<file path="config.mk">
export PLATFORM = sky130hd
export DESIGN_NAME = sprite_palette_lut_flat
export DESIGN_NICKNAME = d
export VERILOG_FILES = /design/src/rtl/sprite_palette_lut_if.sv /design/src/rtl/sprite_palette_lut.sv /design/src/flat_wrapper.sv
export SDC_FILE = /design/constraint.sdc
export NUM_CORES = 1
export LEC_CHECK = 0
export BUFFER_PORTS_ARGS = -buffer_cell sky130_fd_sc_hd__buf_2
export CAP_MARGIN = 20
export CORE_MARGIN = 2
export CORE_UTILIZATION = 60
export CTS_CLUSTER_SIZE = 20
export DETAILED_ROUTE_END_ITERATION = 10
export GPL_TIMING_DRIVEN = 0
export PLACE_DENSITY = 0.81
export REMOVE_ABC_BUFFERS = 1
export SLEW_MARGIN = 20
export SYNTH_ARGS = -nofsm -noshare
export SYNTH_HDL_FRONTEND = slang
export SYNTH_SLANG_ARGS = --single-unit
</file>
<file path="constraint.sdc">
create_clock -name Clk -period 4 [get_ports Clk]
set_clock_uncertainty 0.2 [all_clocks]
set_input_delay 0.2 -clock Clk [delete_from_list [all_inputs] [get_ports Clk]]
set_output_delay 0.2 -clock Clk [all_outputs]
set_load 0.01 [all_outputs]
</file>
<file path="src/rtl/sprite_palette_lut_if.sv">
// Pixel lookup, frame-timing and palette-write signals of sprite_palette_lut.
// The master drives indices and writes; the slave (the palette) returns colour.
interface sprite_palette_lut_if #(
  parameter int unsigned IDX_W = 4,
  parameter int unsigned CH_W  = 4,
  parameter int unsigned BANKS = 2
);
  localparam int unsigned BW = (BANKS > 1) ? $clog2(BANKS) : 1;

  logic                in_valid;
  logic [IDX_W-1:0]    index;
  logic [BW-1:0]       bank_sel;
  logic                frame_start;
  logic                cycle_en;
  logic                wr_en;
  logic [BW-1:0]       wr_bank;
  logic [IDX_W-1:0]    wr_addr;
  logic [3*CH_W-1:0]   wr_data;
  logic                out_valid;
  logic [CH_W-1:0]     red;
  logic [CH_W-1:0]     green;
  logic [CH_W-1:0]     blue;
  logic                transparent;

  modport master (
    output in_valid, index, bank_sel, frame_start, cycle_en,
    output wr_en, wr_bank, wr_addr, wr_data,
    input  out_valid, red, green, blue, transparent
  );

  modport slave (
    input  in_valid, index, bank_sel, frame_start, cycle_en,
    input  wr_en, wr_bank, wr_addr, wr_data,
    output out_valid, red, green, blue, transparent
  );
endinterface

</file>
<file path="src/rtl/sprite_palette_lut.sv">
// Runtime-writable multi-bank sprite palette with a 2-stage lookup pipeline
// and per-frame colour cycling over an index range.
module sprite_palette_lut #(
  parameter int unsigned IDX_W      = 4,
  parameter int unsigned CH_W       = 4,
  parameter int unsigned BANKS      = 2,
  parameter int unsigned TRANSP_IDX = 0,
  parameter int unsigned CYC_LO     = 1,
  parameter int unsigned CYC_HI     = 10,
  parameter int unsigned CYC_DIV    = 8
) (
  input logic                 Clk,
  input logic                 Reset_n,
  sprite_palette_lut_if.slave bus
);

  localparam int unsigned SPAN    = CYC_HI - CYC_LO + 1;
  localparam int unsigned ENTRIES = 2 ** IDX_W;
  localparam int unsigned BW      = (BANKS > 1) ? $clog2(BANKS) : 1;
  localparam int unsigned ROT_W   = (SPAN > 1) ? $clog2(SPAN) : 1;
  localparam int unsigned FC_W    = (CYC_DIV > 1) ? $clog2(CYC_DIV) : 1;
  localparam int unsigned IW1     = IDX_W + 1;
  localparam int unsigned RGB_W   = 3 * CH_W;

  localparam logic [IDX_W-1:0] CycLoIdx  = IDX_W'(CYC_LO);
  localparam logic [IDX_W-1:0] CycHiIdx  = IDX_W'(CYC_HI);
  localparam logic [IDX_W-1:0] TranspIdx = IDX_W'(TRANSP_IDX);
  localparam logic [IW1-1:0]   LoExt     = IW1'(CYC_LO);
  localparam logic [IW1-1:0]   SpanExt   = IW1'(SPAN);
  localparam logic [ROT_W-1:0] RotMax    = ROT_W'(SPAN - 1);
  localparam logic [FC_W-1:0]  FcMax     = FC_W'(CYC_DIV - 1);

  logic [RGB_W-1:0] pal_q [BANKS][ENTRIES];

  logic [ROT_W-1:0] rot_q, rot_d;
  logic [FC_W-1:0]  frame_cnt_q, frame_cnt_d;

  logic             in_range;
  logic [IW1-1:0]   off;
  logic [IDX_W-1:0] eff_idx;
  logic [BW-1:0]    bank_d;
  logic             wr_ok;

  logic             s1_valid_q;
  logic [IDX_W-1:0] s1_idx_q;
  logic [BW-1:0]    s1_bank_q;
  logic             s1_transp_q;

  logic             out_valid_q;
  logic [RGB_W-1:0] rgb_q;
  logic             transp_q;

  // Rotate within [CYC_LO,CYC_HI]; both addends are below SPAN so one
  // conditional subtract is enough for the modulo.
  always_comb begin
    in_range = (bus.index >= CycLoIdx) && (bus.index <= CycHiIdx);
    off      = {1'b0, bus.index} - LoExt + IW1'(rot_q);
    if (off >= SpanExt) begin
      off = off - SpanExt;
    end
    eff_idx = in_range ? IDX_W'(off + LoExt) : bus.index;
    bank_d  = (32'(bus.bank_sel) < BANKS) ? bus.bank_sel : '0;
    wr_ok   = bus.wr_en && (32'(bus.wr_bank) < BANKS);
  end

  always_comb begin
    rot_d       = rot_q;
    frame_cnt_d = frame_cnt_q;
    if (bus.frame_start && bus.cycle_en) begin
      if (frame_cnt_q == FcMax) begin
        frame_cnt_d = '0;
        rot_d       = (rot_q == RotMax) ? '0 : rot_q + 1'b1;
      end else begin
        frame_cnt_d = frame_cnt_q + 1'b1;
      end
    end
  end

  always_ff @(posedge Clk or negedge Reset_n) begin
    if (!Reset_n) begin
      rot_q       <= '0;
      frame_cnt_q <= '0;
    end else begin
      rot_q       <= rot_d;
      frame_cnt_q <= frame_cnt_d;
    end
  end

  // Non-blocking update gives read-before-write against the stage-2 lookup.
  always_ff @(posedge Clk or negedge Reset_n) begin
    if (!Reset_n) begin
      for (int unsigned b = 0; b < BANKS; b++) begin
        for (int unsigned e = 0; e < ENTRIES; e++) begin
          pal_q[b][e] <= '0;
        end
      end
    end else if (wr_ok) begin
      pal_q[bus.wr_bank][bus.wr_addr] <= bus.wr_data;
    end
  end

  always_ff @(posedge Clk or negedge Reset_n) begin
    if (!Reset_n) begin
      s1_valid_q  <= 1'b0;
      s1_idx_q    <= '0;
      s1_bank_q   <= '0;
      s1_transp_q <= 1'b0;
    end else begin
      s1_valid_q <= bus.in_valid;
      if (bus.in_valid) begin
        s1_idx_q    <= eff_idx;
        s1_bank_q   <= bank_d;
        s1_transp_q <= (bus.index == TranspIdx);
      end
    end
  end

  always_ff @(posedge Clk or negedge Reset_n) begin
    if (!Reset_n) begin
      out_valid_q <= 1'b0;
      rgb_q       <= '0;
      transp_q    <= 1'b0;
    end else begin
      out_valid_q <= s1_valid_q;
      if (s1_valid_q) begin
        rgb_q    <= pal_q[s1_bank_q][s1_idx_q];
        transp_q <= s1_transp_q;
      end
    end
  end

  assign bus.out_valid   = out_valid_q;
  assign bus.red         = rgb_q[3*CH_W-1:2*CH_W];
  assign bus.green       = rgb_q[2*CH_W-1:CH_W];
  assign bus.blue        = rgb_q[CH_W-1:0];
  assign bus.transparent = transp_q;

endmodule

</file>
<file path="src/flat_wrapper.sv">
// flat-port wrapper written by rule: the top's interface ports become plain ports
module sprite_palette_lut_flat 
#(
  parameter int unsigned IDX_W      = 4,
  parameter int unsigned CH_W       = 4,
  parameter int unsigned BANKS      = 2,
  parameter int unsigned TRANSP_IDX = 0,
  parameter int unsigned CYC_LO     = 1,
  parameter int unsigned CYC_HI     = 10,
  parameter int unsigned CYC_DIV    = 8
)
  (Clk, Reset_n, bus_in_valid, bus_index, bus_bank_sel, bus_frame_start, bus_cycle_en, bus_wr_en, bus_wr_bank, bus_wr_addr, bus_wr_data, bus_out_valid, bus_red, bus_green, bus_blue, bus_transparent);
  sprite_palette_lut_if #(.IDX_W(IDX_W), .CH_W(CH_W), .BANKS(BANKS)) bus_i ();
  input logic Clk;
  input logic Reset_n;
  input wire logic [$bits(bus_i.in_valid)-1:0] bus_in_valid;
  input wire logic [$bits(bus_i.index)-1:0] bus_index;
  input wire logic [$bits(bus_i.bank_sel)-1:0] bus_bank_sel;
  input wire logic [$bits(bus_i.frame_start)-1:0] bus_frame_start;
  input wire logic [$bits(bus_i.cycle_en)-1:0] bus_cycle_en;
  input wire logic [$bits(bus_i.wr_en)-1:0] bus_wr_en;
  input wire logic [$bits(bus_i.wr_bank)-1:0] bus_wr_bank;
  input wire logic [$bits(bus_i.wr_addr)-1:0] bus_wr_addr;
  input wire logic [$bits(bus_i.wr_data)-1:0] bus_wr_data;
  output wire logic [$bits(bus_i.out_valid)-1:0] bus_out_valid;
  output wire logic [$bits(bus_i.red)-1:0] bus_red;
  output wire logic [$bits(bus_i.green)-1:0] bus_green;
  output wire logic [$bits(bus_i.blue)-1:0] bus_blue;
  output wire logic [$bits(bus_i.transparent)-1:0] bus_transparent;
  assign bus_i.in_valid = bus_in_valid;
  assign bus_i.index = bus_index;
  assign bus_i.bank_sel = bus_bank_sel;
  assign bus_i.frame_start = bus_frame_start;
  assign bus_i.cycle_en = bus_cycle_en;
  assign bus_i.wr_en = bus_wr_en;
  assign bus_i.wr_bank = bus_wr_bank;
  assign bus_i.wr_addr = bus_wr_addr;
  assign bus_i.wr_data = bus_wr_data;
  assign bus_out_valid = bus_i.out_valid;
  assign bus_red = bus_i.red;
  assign bus_green = bus_i.green;
  assign bus_blue = bus_i.blue;
  assign bus_transparent = bus_i.transparent;
  sprite_palette_lut #(.IDX_W(IDX_W), .CH_W(CH_W), .BANKS(BANKS), .TRANSP_IDX(TRANSP_IDX), .CYC_LO(CYC_LO), .CYC_HI(CYC_HI), .CYC_DIV(CYC_DIV)) u_core (.Clk(Clk), .Reset_n(Reset_n), .bus(bus_i));
endmodule
</file>
==> results.py, run 1 <==
metrics = {
    "clock_tree": {
        "cts_max_level": 2,
        "cts_tree": "built",
        "clock_sinks": 412,
        "cts-root-buf": "clkbuf_16",
        "clkTransAtPathRegs_ps": 60,
        "clkLatencyLatePin_ps": 540,
        "cts_made_buffers": 42,
        "cts.path.max_buffers": 3,
        "cts_resized": 0,
    },
    "critical_path": {
        "worstSetupPathType": "reg -> reg",
        "crit_chain": "inv_1 -> ha_1 -> inv_1 -> ha_1 -> fa_1 -> inv_1 -> ha_1 -> a21oi_1 -> a21oi_1 -> xnor2_1 -> ha_1 -> a21oi_1 -> a21oi_1 -> o211ai_1 -> o21ai_0",
        "crit_fanout": 5,
        "crit_path_start": "u_core.rot_q[1]$_DFFE_PN0P_",
        "worstReg2RegStart": "u_core.rot_q[1]$_DFFE_PN0P_",
        "critPathSlowestCell": "fa_1",
        "crit_buf_inv": 3,
        "reg2regPathDepth": 15,
        "critPathLaunchType": "register",
        "r2r-end": "u_core.s1_idx_q[1]$_DFFE_PN0P_",
        "cp.required_ps": 4210,
        "crit_family": "adder cells",
        "end_kind": "register",
        "slowest_delay_ps": 560,
        "rrSetupSlack_ps": 540,
        "crit_arrival_ps": 3670,
    },
    "yosys": {
        "yosys_warnings": 0,
        "synthArstFlopShare_pct": 100,
        "synth.largest_area_cell": "dfrtp_1",
        "synth_area_leaders": "dfrtp_1 55%, mux2_2 23%, mux4_2 11%",
        "syn_area_per_cell_um2": 15.3,
        "synth_ff_type": "dfrtp_1",
        "synth.cell_area_um2": 18900,
        "ys_ff_latch": 412,
        "synth_cells": 1236,
        "yosysTopAreaCellShare_pct": 54.6,
        "synth_cell_types": 46,
        "ys_seq_area_share_pct": 54.6,
        "synth-edff-count": 0,
    },
    "drt": {
        "vias": 10998,
        "drc": 0,
        "wl_per_cell_um": 25.6,
        "ant_nets": 0,
        "routed_via_density": 6.57,
        "wirelength_um": 42900,
        "drtPass1Iterations": 5,
        "first_iter_violations": 859,
    },
    "sta": {
        "slew_viol_final": 0,
        "setup_tns_ps": 0,
        "maxSlewHeadroom_pct": 35.8,
        "setup_viol": 0,
        "worstMarginPinSlew_ps": 960,
        "finalCritPeriodShare_pct": 86.5,
        "timing.fmax_ghz": 0.289,
        "fin_hold_ws_ps": 12.7,
        "rsz0062_at_grt": "no",
        "post-route-min-period_ps": 3460,
        "hold_viol_final": 0,
    },
    "floorplanning": {
        "rows": 64,
        "die_y_um": 181,
        "fp.coreArea_um2": 30700,
        "die_area_um2": 32900,
        "start_util_pct": 61.4,
        "die_w_um": 181,
        "boundaryPins": 42,
    },
    "power_and_ir_drop": {
        "p_total_mw": 12.6,
        "p_per_area_nw_per_um2": 602,
        "vdd_drop_max_mv": 0.419,
        "p_leak_nw": 9.34,
    },
    "finish": {
        "drive_gt1_share_pct": 49.8,
        "post-route-util_pct": 68.1,
        "synthToLayoutAreaGrowth_pct": 11.0,
        "nFillCells": 2082,
        "final_common_cell": "dfrtp_1",
        "layout_common_cells": "410 x dfrtp_1, 389 x mux2_2, 96 x mux4_2",
        "nNetsFinal": 1288,
    },
    "run": {
        "maxCapViolCount": 0,
    },
    "global_routing": {
        "antenna_found_initial": 7,
        "overflow": 0,
        "grt_max_degree": 106,
        "grt_usage_pct": 27.1,
        "grt_pass1_wl_um": 67700,
        "first_global_vias": 11776,
    },
    "min_path": {
        "hp-class": "in -> async",
    },
    "placed_design": {
        "io_buffers": 41,
        "gp_congestion": 0.889,
        "hpwl_um": 26500,
    },
    "outcome": {
        "outcome": "complete, no violations",
    },
}
## worst register-to-register path, cell delays in order (launching register included)
cell and delay, ps:
dfrtp_1 370, inv_1 100, ha_1 290, inv_1 40
ha_1 220, fa_1 560, inv_1 90, ha_1 250
a21oi_1 260, a21oi_1 110, xnor2_1 140, ha_1 310
a21oi_1 140, a21oi_1 50, o211ai_1 100, o21ai_0 120
## metal layers
| layer | GRT usage (%) | vias up | wire, um |
|---|---|---|---|
| met4 | 9.20 | 8 | 1440 |
| met5 | 1.33 | - | 60 |
| li1 | - | 4644 | - |
| met2 | 43.6 | 353 | 20500 |
| met1 | 36.3 | 5893 | 17700 |
| met3 | 6.93 | 100 | 3130 |
## flip-flops by register name, indices dropped and copies added (netlist names)
signal,count
u_core.bus.out_valid,1
u_core.rot_q,4
u_core.s1_valid_q,1
u_core.pal_q,384
u_core.bus.transparent,1
u_core.s1_idx_q,4
u_core.s1_bank_q,1
u_core.frame_cnt_q,3
u_core.rgb_q,12
u_core.s1_transp_q,1
## layout make-up
type	instances	area (um^2)	share of cell area [%]
sequential	412	10300	49.3
multi-input combinational	696	8030	38.3
clock buffer	65	1280	6.12
timing repair buffer	71	637	3.04
tap	396	495	2.37
inverter	25	93.8	0.448
clock inverter	6	82.6	0.394
antenna	4	10.0	0.0478
## stage by stage
stage | area, um^2 | setup slack (ps) | cells
floorplan | 18400 | -1210 | 1133
global placement | 19100 | -5260 | 1570
detailed placement | 19400 | 585 | 1586
CTS | 20900 | 537 | 1671
global route | 20900 | 340 | 1673
finish | 20900 | 539 | 1675
## worst max-delay path by stage
| stage | to | slack [ps] | cells after the start |
|---|---|---|---|
| 5_1_grt | u_core.s1_idx_q[1]$_DFFE_PN0P_ | 340 | 15 |
| 3_5_place_dp | u_core.s1_idx_q[1]$_DFFE_PN0P_ | 590 | 15 |
| 3_3_place_gp | u_core.pal_q[353]$_DFFE_PN0P_ | -5260 | 1 |
| 2_1_floorplan | u_core.rgb_q[10]$_DFFE_PN0P_ | -1210 | 4 |
| 4_1_cts | u_core.s1_idx_q[1]$_DFFE_PN0P_ | 540 | 15 |
| 6_report | u_core.s1_idx_q[1]$_DFFE_PN0P_ | 540 | 15 |
## logic make-up after synthesis
logic type	count (synthesis)	synth area share [%]
compound gates	85	2.84
xor+xnor	6	0.278
fa+ha+maj	12	0.835
buf+inv	128	3.19
flops	412	54.6
mux	495	35.5
simple gates	98	2.76
## Yosys cell counts (all sizes together), types with 2 or more instances
master	count
mux2	399
nand2	20
inv	25
o21ai	10
a21oi	8
ha	11
a31oi	3
nand3	11
a21o	2
buf	49
nor4	15
or3	5
nor2b	2
nor3	9
dfrtp	412
a221oi	2
nand3b	2
nand4	5
nor3b	2
mux4	96
clkbuf	54
nand2b	6
o211ai	3
xnor2	5
nor2	18
o22ai	50
## what timing repair did
| item | 4_1_cts | 5_1_grt |
|---|---|---|
| hold endpoints to repair | 161 | 0 |
| hold buffers | 14 | 0 |
| setup buffers | 0 | 0 |
| setup endpoints to repair | 0 | 0 |
## where the power goes
group,total [mW],internal [mW],switching (mW)
clock,3.88,2.32,1.56
combinational,3.16,1.60,1.57
sequential,5.56,5.03,0.524
total,12.6,8.95,3.65
No activity file was read; power rests on OpenSTA's default activity.
==> inputs of run 2 (changes only) <==
Settings changed: CORE_UTILIZATION 60 to 57, PLACE_DENSITY 0.81 to 0.8.
Clock period 4 ns to 3.13 ns, I/O delays scaled along.
==> results.py, run 2 (same netlist as run 1, synthesis figures left out) <==
metrics = {
    "outcome": {
        "outcome": "complete, but fails checks",
        "violations": "setup timing",
    },
    "critical_path": {
        "crit_buf_inv": 3,
        "worstSetupPathType": "reg -> reg",
        "crit_fanout": 4,
        "crit_family": "adder cells",
        "slowest_delay_ps": 560,
        "critPathLaunchType": "register",
        "end_kind": "register",
        "critPathSlowestCell": "fa_2",
        "crit_chain": "inv_2 -> ha_4 -> inv_2 -> ha_4 -> fa_2 -> inv_2 -> ha_4 -> a21oi_2 -> a21oi_2 -> xnor2_1 -> ha_1 -> o21ai_1 -> a21oi_1 -> o211ai_1 -> o21ai_1",
        "cp.required_ps": 3390,
        "crit_arrival_ps": 3430,
    },
    "finish": {
        "synthToLayoutAreaGrowth_pct": 12.6,
        "nNetsFinal": 1306,
        "largest_reg_flops": 384,
        "layout.cells.non_filler": 1746,
        "layout_common_cells": "410 x dfrtp_1, 389 x mux2_2, 96 x mux4_2",
        "final_area_um2": 21200,
        "post-route-util_pct": 65.3,
        "top_register": "u_core.pal_q",
        "final_common_cell": "dfrtp_1",
        "drive_gt1_share_pct": 51.2,
        "largestRegisters": "u_core.pal_q (384), u_core.rgb_q (12)",
    },
    "sta": {
        "timing.fmax_ghz": 0.315,
        "setup_viol": 1,
        "finalCritPeriodShare_pct": 101,
        "maxSlewHeadroom_pct": 34.8,
        "hold_viol_final": 0,
        "post-route-min-period_ps": 3170,
        "worstMarginPinSlew_ps": 976,
        "slew_viol_final": 0,
        "rsz0062_at_grt": "yes",
        "fin_hold_ws_ps": 4.98,
        "fin_ws_ps": -41.8,
        "setup_tns_ps": -41.8,
    },
    "clock_tree": {
        "cts.path.max_buffers": 3,
        "cts_tree": "built",
        "cts-root-buf": "clkbuf_16",
        "clkTransAtPathRegs_ps": 60,
        "cts_max_level": 2,
        "clkLatencyLatePin_ps": 550,
        "cts_made_buffers": 43,
        "clock_sinks": 412,
    },
    "placed_design": {
        "dp.cells": 1632,
        "place_area_um2": 19500,
        "hpwl_um": 26300,
        "io_buffers": 41,
        "place_ws_ps": -339,
        "gp_congestion": 0.860,
    },
    "drt": {
        "wl_met3_um": 2950,
        "vias": 11101,
        "drc": 0,
        "drt-met1-wl_um": 18200,
        "routed_via_density": 6.36,
        "dr.max_layer_used": "met5",
        "drtPass1Iterations": 4,
        "dr_wl_met2_um": 21300,
        "wirelength_um": 43800,
        "wl_per_cell_um": 25.1,
        "ant_nets": 0,
        "first_iter_violations": 898,
    },
    "global_routing": {
        "grt_pass1_wl_um": 67700,
        "grt_max_degree": 105,
        "overflow": 0,
        "first_global_vias": 11598,
        "antenna_found_initial": 6,
        "grt_usage_pct": 26.2,
    },
    "power_and_ir_drop": {
        "p_clk_share_pct": 30.3,
        "swShare_pct": 29.3,
        "seqPwrFrac_pct": 43.4,
        "switchingPower_mw": 4.76,
        "internal_power_mw": 11.5,
        "pwr-share-comb_pct": 26.2,
        "p_per_area_nw_per_um2": 764,
        "p_leak_nw": 9.44,
        "vdd_drop_max_mv": 0.557,
        "p_total_mw": 16.2,
    },
    "floorplanning": {
        "die_w_um": 186,
        "start_util_pct": 58.0,
        "die_y_um": 186,
        "die_area_um2": 34600,
        "rows": 66,
        "boundaryPins": 42,
        "fp.coreArea_um2": 32500,
    },
    "run": {
        "maxCapViolCount": 0,
    },
    "min_path": {
        "hp-class": "in -> async",
    },
}
## run 2: cell count changes in the layout (fill, tap and decap cells not counted), sizes merged
cell         change
buf             +13
bufinv           -2
dlygate4sd3      +4
clkinv           +1
clkinvlp         -1
clkbuf           +6
diode            +2
inv              +2
## run 2: power groups by stage
stage,sequential [mW],clock [mW],combinational [mW]
6_report,7.05,4.92,4.26
5_1_grt,7.16,5.21,4.54
4_1_cts,7.04,4.98,4.15
3_5_place_dp,7.12,0,4.00
3_3_place_gp,7.26,0,3.75
2_1_floorplan,7.07,0,2.63
## run 2: what timing repair did
| item | CTS | global route |
|---|---|---|
| hold buffers | 19 | 0 |
| gates resized for setup | 8 | 11 |
| gates cloned | 0 | 0 |
| endpoints found under the setup margin | 7 | 5 |
| hold endpoints to repair | 230 | 0 |
| pin swaps | 4 | 6 |
| buffers inserted | 5 | 7 |
## run 2: worst paths after layout
kind / start / to / slack (ps) / cells after the start
worst max register to register: u_core.rot_q[1]$_DFFE_PN0P_ / u_core.s1_idx_q[1]$_DFFE_PN0P_ / -40 / 15
worst max-delay path: u_core.rot_q[1]$_DFFE_PN0P_ / u_core.s1_idx_q[1]$_DFFE_PN0P_ / -40 / 15
worst min register to register: u_core.pal_q[78]$_DFFE_PN0P_ / u_core.pal_q[78]$_DFFE_PN0P_ / 300 / 1
max in group asynchronous: Reset_n / u_core.pal_q[191]$_DFFE_PN0P_ / 1340 / 5
min in group Clk: bus_wr_bank / u_core.pal_q[144]$_DFFE_PN0P_ / 20 / 4
worst min-delay path: Reset_n / u_core.pal_q[204]$_DFFE_PN0P_ / 5 / 3
## run 2: final cells by class
class                      count  area [um^2]
clock inverter                 6         48.8
sequential                   412        10300
inverter                      25         93.8
multi-input combinational    696         8080
timing repair buffer          88          815
fill                        2247        11300
tap                          442          553
clock buffer                  71         1320
antenna                        6         15.0
## run 2: layer usage
layer / track usage [%] / up-vias
met4: 8.76 / 4
met3: 6.03 / 103
li1: - / 4680
met5: 0 / -
met1: 35.6 / 5989
met2: 42.0 / 325
## run 2: worst reg2reg max path, delay by kind of cell (launching register included)
kind / cells / cell delay, ps
flip-flops: 1 / 360
adder cells (fa/ha/maj): 5 / 1490
XOR/XNOR: 1 / 140
AO/OA/AOI/OAI: 6 / 740
buffers and inverters: 3 / 180
